File: src/rtl/pong_pkg.sv
// Shared pong constants and the LED matrix scan state encoding.
// Sizes here match the screen logic's frame buffer layout.
package pong_pkg;

  localparam int unsigned PONG_ROWS        = 8;
  localparam int unsigned PONG_COLS        = 8;
  localparam int unsigned PONG_DWELL_WIDTH = 5;

  typedef enum logic [2:0] {
    ST_IDLE,
    ST_LOAD,
    ST_SHIFT_COL,
    ST_SHIFT_ROW,
    ST_LATCH,
    ST_DISPLAY
  } led_state_t;

  function automatic int unsigned cnt_width(input int unsigned n);
    return (n > 1) ? $clog2(n) : 1;
  endfunction

endpackage

File: src/rtl/matrix_shift_out.sv
// Generic MSB-first serializer; each bit takes two clocks:
// data set up with sclk low, then sclk high with data held.
module matrix_shift_out
  import pong_pkg::*;
#(
  parameter int unsigned N = 8
) (
  input  logic         clk,
  input  logic         reset_n,
  input  logic         start,
  input  logic [N-1:0] data,
  output logic         busy,
  output logic         sdo,
  output logic         sclk,
  output logic         done
);

  localparam int unsigned CW = cnt_width(N);

  logic [N-1:0]  shreg_q, shreg_d;
  logic [CW-1:0] cnt_q, cnt_d;
  logic          phase_q, phase_d;
  logic          busy_q, busy_d;
  logic          last;

  assign last = (cnt_q == CW'(N - 1));
  assign busy = busy_q;
  assign sdo  = shreg_q[N-1];
  assign sclk = phase_q;
  assign done = busy_q & phase_q & last;

  always_comb begin
    shreg_d = shreg_q;
    cnt_d   = cnt_q;
    phase_d = phase_q;
    busy_d  = busy_q;
    if (start) begin
      shreg_d = data;
      cnt_d   = '0;
      phase_d = 1'b0;
      busy_d  = 1'b1;
    end else if (busy_q) begin
      phase_d = ~phase_q;
      if (phase_q) begin
        shreg_d = {shreg_q[N-2:0], 1'b0};
        if (last) begin
          busy_d = 1'b0;
          cnt_d  = '0;
        end else begin
          cnt_d = cnt_q + CW'(1);
        end
      end
    end
  end

  always_ff @(posedge clk or negedge reset_n) begin
    if (!reset_n) begin
      shreg_q <= '0;
      cnt_q   <= '0;
      phase_q <= 1'b0;
      busy_q  <= 1'b0;
    end else begin
      shreg_q <= shreg_d;
      cnt_q   <= cnt_d;
      phase_q <= phase_d;
      busy_q  <= busy_d;
    end
  end

endmodule

File: src/rtl/led_matrix_driver.sv
// Row-multiplexed LED matrix scanner: snapshots the frame at row 0,
// shifts column and walking-one row data, latches, then displays.
module led_matrix_driver
  import pong_pkg::*;
#(
  parameter int unsigned ROWS        = PONG_ROWS,
  parameter int unsigned COLS        = PONG_COLS,
  parameter int unsigned DWELL_WIDTH = PONG_DWELL_WIDTH
) (
  input  logic                 clk,
  input  logic                 reset_n,
  input  logic                 enable,
  input  logic [ROWS*COLS-1:0] pixels,
  output logic                 rclk,
  output logic                 rsdi,
  output logic                 csdi,
  output logic                 cclk,
  output logic                 le,
  output logic                 oeb,
  output logic                 frame_start
);

  localparam int unsigned RW = cnt_width(ROWS);

  led_state_t             state_q, state_d;
  logic [RW-1:0]          row_q, row_d;
  logic [ROWS*COLS-1:0]   snap_q, snap_d;
  logic                   rph_q, rph_d;
  logic [DWELL_WIDTH-1:0] dwell_q, dwell_d;

  logic            row_zero, row_last, dwell_last;
  logic            col_start, col_busy, col_sdo, col_sclk, col_done;
  logic [COLS-1:0] col_data;

  assign row_zero   = (row_q == '0);
  assign row_last   = (row_q == RW'(ROWS - 1));
  assign dwell_last = &dwell_q;
  assign col_start  = (state_q == ST_LOAD);

  // Row 0 reads live pixels in the same cycle the snapshot is taken.
  assign col_data = row_zero ? pixels[COLS-1:0]
                             : snap_q[row_q*COLS +: COLS];

  matrix_shift_out #(
    .N(COLS)
  ) u_col (
    .clk    (clk),
    .reset_n(reset_n),
    .start  (col_start),
    .data   (col_data),
    .busy   (col_busy),
    .sdo    (col_sdo),
    .sclk   (col_sclk),
    .done   (col_done)
  );

  always_comb begin
    state_d = state_q;
    row_d   = row_q;
    snap_d  = snap_q;
    rph_d   = rph_q;
    dwell_d = dwell_q;
    unique case (state_q)
      ST_IDLE: begin
        row_d = '0;
        if (enable) state_d = ST_LOAD;
      end
      ST_LOAD: begin
        if (row_zero) snap_d = pixels;
        state_d = ST_SHIFT_COL;
      end
      ST_SHIFT_COL: begin
        if (col_done) state_d = ST_SHIFT_ROW;
      end
      ST_SHIFT_ROW: begin
        rph_d = ~rph_q;
        if (rph_q) state_d = ST_LATCH;
      end
      ST_LATCH: begin
        dwell_d = '0;
        state_d = ST_DISPLAY;
      end
      ST_DISPLAY: begin
        dwell_d = dwell_last ? '0 : dwell_q + DWELL_WIDTH'(1);
        if (dwell_last) begin
          if (enable) begin
            row_d   = row_last ? '0 : row_q + RW'(1);
            state_d = ST_LOAD;
          end else begin
            row_d   = '0;
            state_d = ST_IDLE;
          end
        end
      end
      default: state_d = ST_IDLE;
    endcase
  end

  always_ff @(posedge clk or negedge reset_n) begin
    if (!reset_n) begin
      state_q <= ST_IDLE;
      row_q   <= '0;
      snap_q  <= '0;
      rph_q   <= 1'b0;
      dwell_q <= '0;
    end else begin
      state_q <= state_d;
      row_q   <= row_d;
      snap_q  <= snap_d;
      rph_q   <= rph_d;
      dwell_q <= dwell_d;
    end
  end

  // Outputs decode straight from reset-cleared flops.
  always_comb begin
    rclk        = (state_q == ST_SHIFT_ROW) & rph_q;
    rsdi        = (state_q == ST_SHIFT_ROW) & row_zero;
    csdi        = col_busy & col_sdo;
    cclk        = col_busy & col_sclk;
    le          = (state_q == ST_LATCH);
    oeb         = (state_q != ST_DISPLAY);
    frame_start = (state_q == ST_LOAD) & row_zero;
  end

endmodule

File: config.mk
export PLATFORM = sky130hd
export DESIGN_NAME = led_matrix_driver
export DESIGN_NICKNAME = d
export VERILOG_FILES = /design/src/rtl/pong_pkg.sv /design/src/rtl/matrix_shift_out.sv /design/src/rtl/led_matrix_driver.sv
export SDC_FILE = /design/constraint.sdc
export NUM_CORES = 1
export LEC_CHECK = 0
export ABC_AREA = 1
export CORE_ASPECT_RATIO = 0.75
export CORE_UTILIZATION = 57
export DETAILED_ROUTE_END_ITERATION = 16
export GPL_TIMING_DRIVEN = 0
export PLACE_DENSITY_LB_ADDON = 0.15
export SLEW_MARGIN = 40
export SYNTH_ARGS = -nofsm -noshare
export SYNTH_HDL_FRONTEND = slang
export SYNTH_SLANG_ARGS = --single-unit
File: constraint.sdc
create_clock -name clk -period 3.07 [get_ports clk]
set_input_delay 0.307 -clock clk [delete_from_list [all_inputs] [get_ports clk]]
set_output_delay 0.307 -clock clk [all_outputs]
set_load 0.05 [all_outputs]
==> impl_metrics.toml, run 1 <==
[sta]
fin_skew_ps = 7.89
tns_ps = 0
post-route-period-util_pct = 95.5
rsz0062_at_grt = "no"
period_needed_ps = 2930
max-slew-margin-rel_pct = 65.8
final-hold-violation-count = 0
worst_slack_ps = 139
worstMarginPinSlew_ps = 511
final_max_slew_viol_count = 0
final-setup-viol-count = 0
max_freq_mhz = 341

[global_routing]
antenna_found_initial = 0
grt_usage_pct = 30.2
grt_pass1_vias = 3887
overflow = 0
grt_pass1_wl_um = 18200
grt_max_degree = 57

[setup_path]
critPathTopFamily = "buffers and inverters"
cp_data_required_time_ps = 2760
cp_max_fo = 10
cpPeakStageDelay_ps = 390
crit_buf_inv = 6
critPathLaunchType = "register"
slowest_stage = "dfrtp_1"
critPathCaptureType = "primary output"
crit_arrival_ps = 2620
worstSetupPathType = "reg -> out"
cp_cell_sequence = "buf_2 > clkinv_1 > clkbuf_4 > ha_1 > nand2_1 > nor2_4 > buf_4 > buf_4 > buf_2"

[power]
power_density_nw_per_um2 = 893
leakagePower_nw = 2.72
ir_drop_uv = 443
power_mw = 4.83

[yosys]
synth_top_family_by_area = "simple AND/OR/NAND/NOR gates"
syn_nets = 638
synthSimpleGateAreaFrac_pct = 26.0
synth-seq-area-share_pct = 51.2
synth.avg_cell_area_um2 = 7.72
synth_top_cell_area_share_pct = 51.2
synthesis.area_um2 = 4350
synth_cell_types = 27
synth_area_leader_cell = "dfrtp_1"
synthAdderAreaFrac_pct = 2.01
synthMuxAreaShare_pct = 0
synth_seq_cells = 89
synth_compound_area_share_pct = 10.9
synth_cells = 564
synthTopCellsByArea = "dfrtp_1, nand2_1, o21ai_0, inv_1, nand3_1"
synth_xor_area_share_pct = 0.201
ys_warn_count = 0

[die]
die-area_um2 = 7990
die_w_um = 103
core_um2 = 7360
io_pins = 74
die_y_um = 77.7
rows = 27
start_util_pct = 59.1

[layout]
area_growth_pct = 24.4
diodes = 0
seq_area_um2 = 2230
drive_above_1_share_pct = 6.56
multi_input_area_um2 = 1700
fillers = 611
finalNetCount = 724

[placed_design]
preCtsSetupSlack_ps = -36.3
routabilityCongestion = 0.908
dp_hpwl_um = 8090
portBuffers = 73

[detailed_routing]
dr.pass1.iters = 5
drc = 0
drt_iter0_markers = 253
avgRoutedWirePerCell_um = 14.4
postRouteAntennaNets = 0
routed_wl_um = 10900
vias = 3955
vias_per_cell = 5.23

[clock_network]
clk_pin_slew_worst_paths_ps = 90
clkSinkCount = 89
cts_setup_buffers = 0
cts_buffer_depth = 2
htree_levels = 3
clock_latency_ps = 360
cts_root_buf = "clkbuf_8"
cts-buffers-inserted = 9
cts_tree = "done"

[hold_path]
hold_class = "in -> async"

[status]
status = "complete, no violations"

[run]
drv_cap = 0
cell usage in the layout, fill, tap and decap left out, types with 15 or more instances in the layout:
master             n
buf_2             15
clkdlybuf4s50_1   70
dfrtp_1           89
inv_1             71
nand2_1          187
nand3_1           52
nor2_1            31
o21ai_0           67
cells in the mapped netlist (all sizes together):
cell and n:
nand2 187, ha 7, clkbuf 6, o211ai 1, nor3 2, o22ai 2, nand3 54, a31oi 1
o21a 1, a21oi 10, nand4 2, o21ai 67, xnor2 1, dfrtp 89, nor2 32, o211a 1
a21o 1, o21bai 2, inv 73, buf 21, clkinv 2, a22o 2
state kept, by name, summed over array words and instances (netlist names):
register       cells
state_q            3
u_col.cnt_q        3
u_col.busy         1
row_q              3
rph_q              1
u_col.shreg_q      8
dwell_q            5
snap_q            64
u_col.sclk         1
repair_timing:
action	in CTS	in global routing
hold buffers	1	0
cloned	0	0
resized for setup	3	4
setup endpoints to repair	1	2
hold endpoints to repair	33	0
pin swaps	0	0
worst register-to-register path, delay by kind of cell (launching register included):
family | cells | cell delay, ps
simple gates | 2 | 230
flops | 1 | 360
buf+inv | 5 | 1190
fa+ha+maj | 1 | 250
compound gates | 1 | 200
report_power, final:
group | internal, mW | switching [mW] | total (mW)
Sequential | 1.72 | 0.246 | 1.96
Clock | 0.297 | 0.412 | 0.709
Combinational | 0.773 | 1.39 | 2.16
logic make-up after synthesis:
family,count (synthesis)
and+or+nand+nor,277
buffers and inverters,102
DFF,89
AOI/OAI and AO/OA,88
adders and majority gates,7
xor gates and xnor gates,1
cell type report:
cell class,instances,share of cell area [%]
flip-flops and latches,89,41.1
well taps,101,2.33
plain buffers,27,2.68
multi-input cells,373,31.4
clock inverters,4,0.555
repair buffers,75,14.2
clock buffers,12,2.50
inverters,75,5.20
stage by stage:
step | utilization (%) | hold slack [ps] | std cells | instance area (um^2)
after floorplan | - | 11.4 | 564 | 4350
after global placement | 70.7 | 456 | 738 | 5210
after detailed placement | 71.1 | 215 | 739 | 5240
after CTS | 73.5 | 404 | 756 | 5420
after global routing | 73.5 | 437 | 756 | 5410
final | 73.5 | 396 | 756 | 5410
worst paths after layout:
path                            start          end  slack [ps]  depth (start not counted)
min                           reset_n   snap_q[39]         400                          2
min reg2reg                snap_q[24]   snap_q[24]         480                          2
max                          row_q[1]  frame_start         140                          9
max reg2reg                  row_q[1]    snap_q[0]         750                          9
min in group clk           pixels[51]   snap_q[51]         480                          3
max in group asynchronous     reset_n   state_q[0]        2080                          3
layer usage:
layer  track usage, %  up-vias  part of all wire (%)
li1                 -     1940                     -
met1             41.7     1850                    45
met2             48.5      148                    46
met3             6.58       17                   7.1
met4             7.32        0                   1.4
met5                0        -                     0
No activity file was read; power rests on OpenSTA's default activity.
==> inputs of run 2 (changes only) <==
- CORE_UTILIZATION: 57 -> 45
- clock period: 3.07 -> 2.98 ns (I/O delays scaled with it)
==> impl_metrics.toml, run 2 (same netlist as run 1, synthesis figures left out) <==
[clock_network]
cts_tree = "done"
htree_levels = 3
cts-buffers-inserted = 9
clk_pin_slew_worst_paths_ps = 60
cts_buffer_depth = 2
clock_latency_ps = 340
clkSinkCount = 89
cts_root_buf = "clkbuf_16"

[power]
ir_drop_uv = 353
p_switching_mw = 2.16
comb_power_share_pct = 41.0
seq_power_share_pct = 36.7
leakagePower_nw = 2.80
clkPwrFrac_pct = 22.3
intPower_mw = 3.33
power_mw = 5.50
power_density_nw_per_um2 = 980
switching_share_pct = 39.4

[status]
status = "complete, no violations"

[layout]
area_growth_pct = 28.9
largestRegisters = "snap_q (64), u_col.shreg_q (8), dwell_q (5)"
diodes = 0
drive_above_1_share_pct = 6.87
final_cells = 783
utilization_pct = 60.7
largest-register = "snap_q"
final_common_cell = "nand2_1"
layout_common_cells = "nand2_1, dfrtp_1, inv_1, clkdlybuf4s50_1, o21ai_0"
final_area_um2 = 5610
finalNetCount = 724
largest_register_ffs = 64
fillers = 848

[die]
io_pins = 74
die-area_um2 = 10100
core_um2 = 9230
die_y_um = 87.2
die_w_um = 116
start_util_pct = 47.1
rows = 30

[setup_path]
slowest_stage = "dfrtp_1"
cp_common_cell = "buf_4"
cp_cell_sequence = "buf_2 > clkinv_2 > buf_4 > ha_1 > nand2_1 > nor2_4 > buf_4 > buf_4 > buf_2"
critPathLaunchType = "register"
crit_buf_inv = 6
setup.worst_path.start = "row_q[1]"
worstSetupPathType = "reg -> out"
cpPeakStageDelay_ps = 380
cp_data_required_time_ps = 2680
critPathCaptureType = "primary output"
crit_arrival_ps = 2510
cp_max_fo = 10
critPathTopFamily = "buffers and inverters"
r2r_start = "row_q[1]"

[sta]
finalHoldWorstSlack_ps = 416
worst_slack_ps = 173
rsz0062_at_grt = "no"
worstMarginPinSlew_ps = 533
max-slew-margin-rel_pct = 64.5
final-setup-viol-count = 0
final-hold-violation-count = 0
post-route-period-util_pct = 94.2
max_freq_mhz = 356
fin_skew_ps = 5.32
tns_ps = 0
period_needed_ps = 2810
final_max_slew_viol_count = 0

[hold_path]
hold_class = "in -> async"

[detailed_routing]
vias = 3930
routed_wl_um = 11300
avgRoutedWirePerCell_um = 14.4
drt_iter0_markers = 270
postRouteAntennaNets = 0
drc = 0
dr.pass1.iters = 5
vias_per_cell = 5.02

[global_routing]
antenna_found_initial = 0
overflow = 0
grt_pass1_wl_um = 18600
grt_usage_pct = 24.5
grt_max_degree = 55
grt_pass1_vias = 3852

[placed_design]
preCtsSetupSlack_ps = -163
dp_cells = 766
routabilityCongestion = 0.828
placed_cell_area_um2 = 5270
dp_hpwl_um = 8310
portBuffers = 73

[run]
drv_cap = 0
==> run 2: power groups by stage <==
stage | clock network (mW) | logic [mW] | registers (mW)
finish | 1.23 | 2.25 | 2.02
global route | 1.28 | 2.57 | 2.08
CTS | 1.24 | 2.27 | 2.02
detailed placement | 0 | 2.24 | 2.03
global placement | 0 | 2.16 | 2.01
floorplan | 0 | 1.60 | 1.96
==> run 2: final timing paths <==
kind | cells after the start | slack [ps] | endpoint
min in group clk | 2 | 470 | snap_q[27]
max reg2reg | 10 | 700 | snap_q[62]
min reg2reg | 2 | 470 | snap_q[27]
max in group asynchronous | 3 | 1990 | snap_q[27]
min | 2 | 420 | snap_q[42]
max | 9 | 170 | frame_start
==> run 2: layout make-up <==
| cell class | instances | area [um^2] | area share (%) |
|---|---|---|---|
| Clock inverter | 4 | 76.3 | 1.36 |
| Clock buffer | 12 | 246 | 4.39 |
| Inverter | 75 | 283 | 5.04 |
| Buffer | 27 | 148 | 2.63 |
| Tap cell | 128 | 160 | 2.86 |
| Timing Repair Buffer | 75 | 767 | 13.7 |
| Sequential cell | 89 | 2230 | 39.7 |
| Multi-Input combinational cell | 373 | 1700 | 30.3 |
==> run 2: repair_timing <==
action	CTS	global route
hold buffers	1	0
setup endpoints to repair	2	2
endpoints found under the hold margin	35	0
buffers inserted	0	0
resized for setup	6	3
==> run 2: layer usage <==
| layer | wire length (um) | GRT usage (%) |
|---|---|---|
| met2 | 5090 | 39.0 |
| met4 | 149 | 7.08 |
| met1 | 5310 | 34.8 |
| met3 | 703 | 3.69 |
| met5 | 0 | 0 |
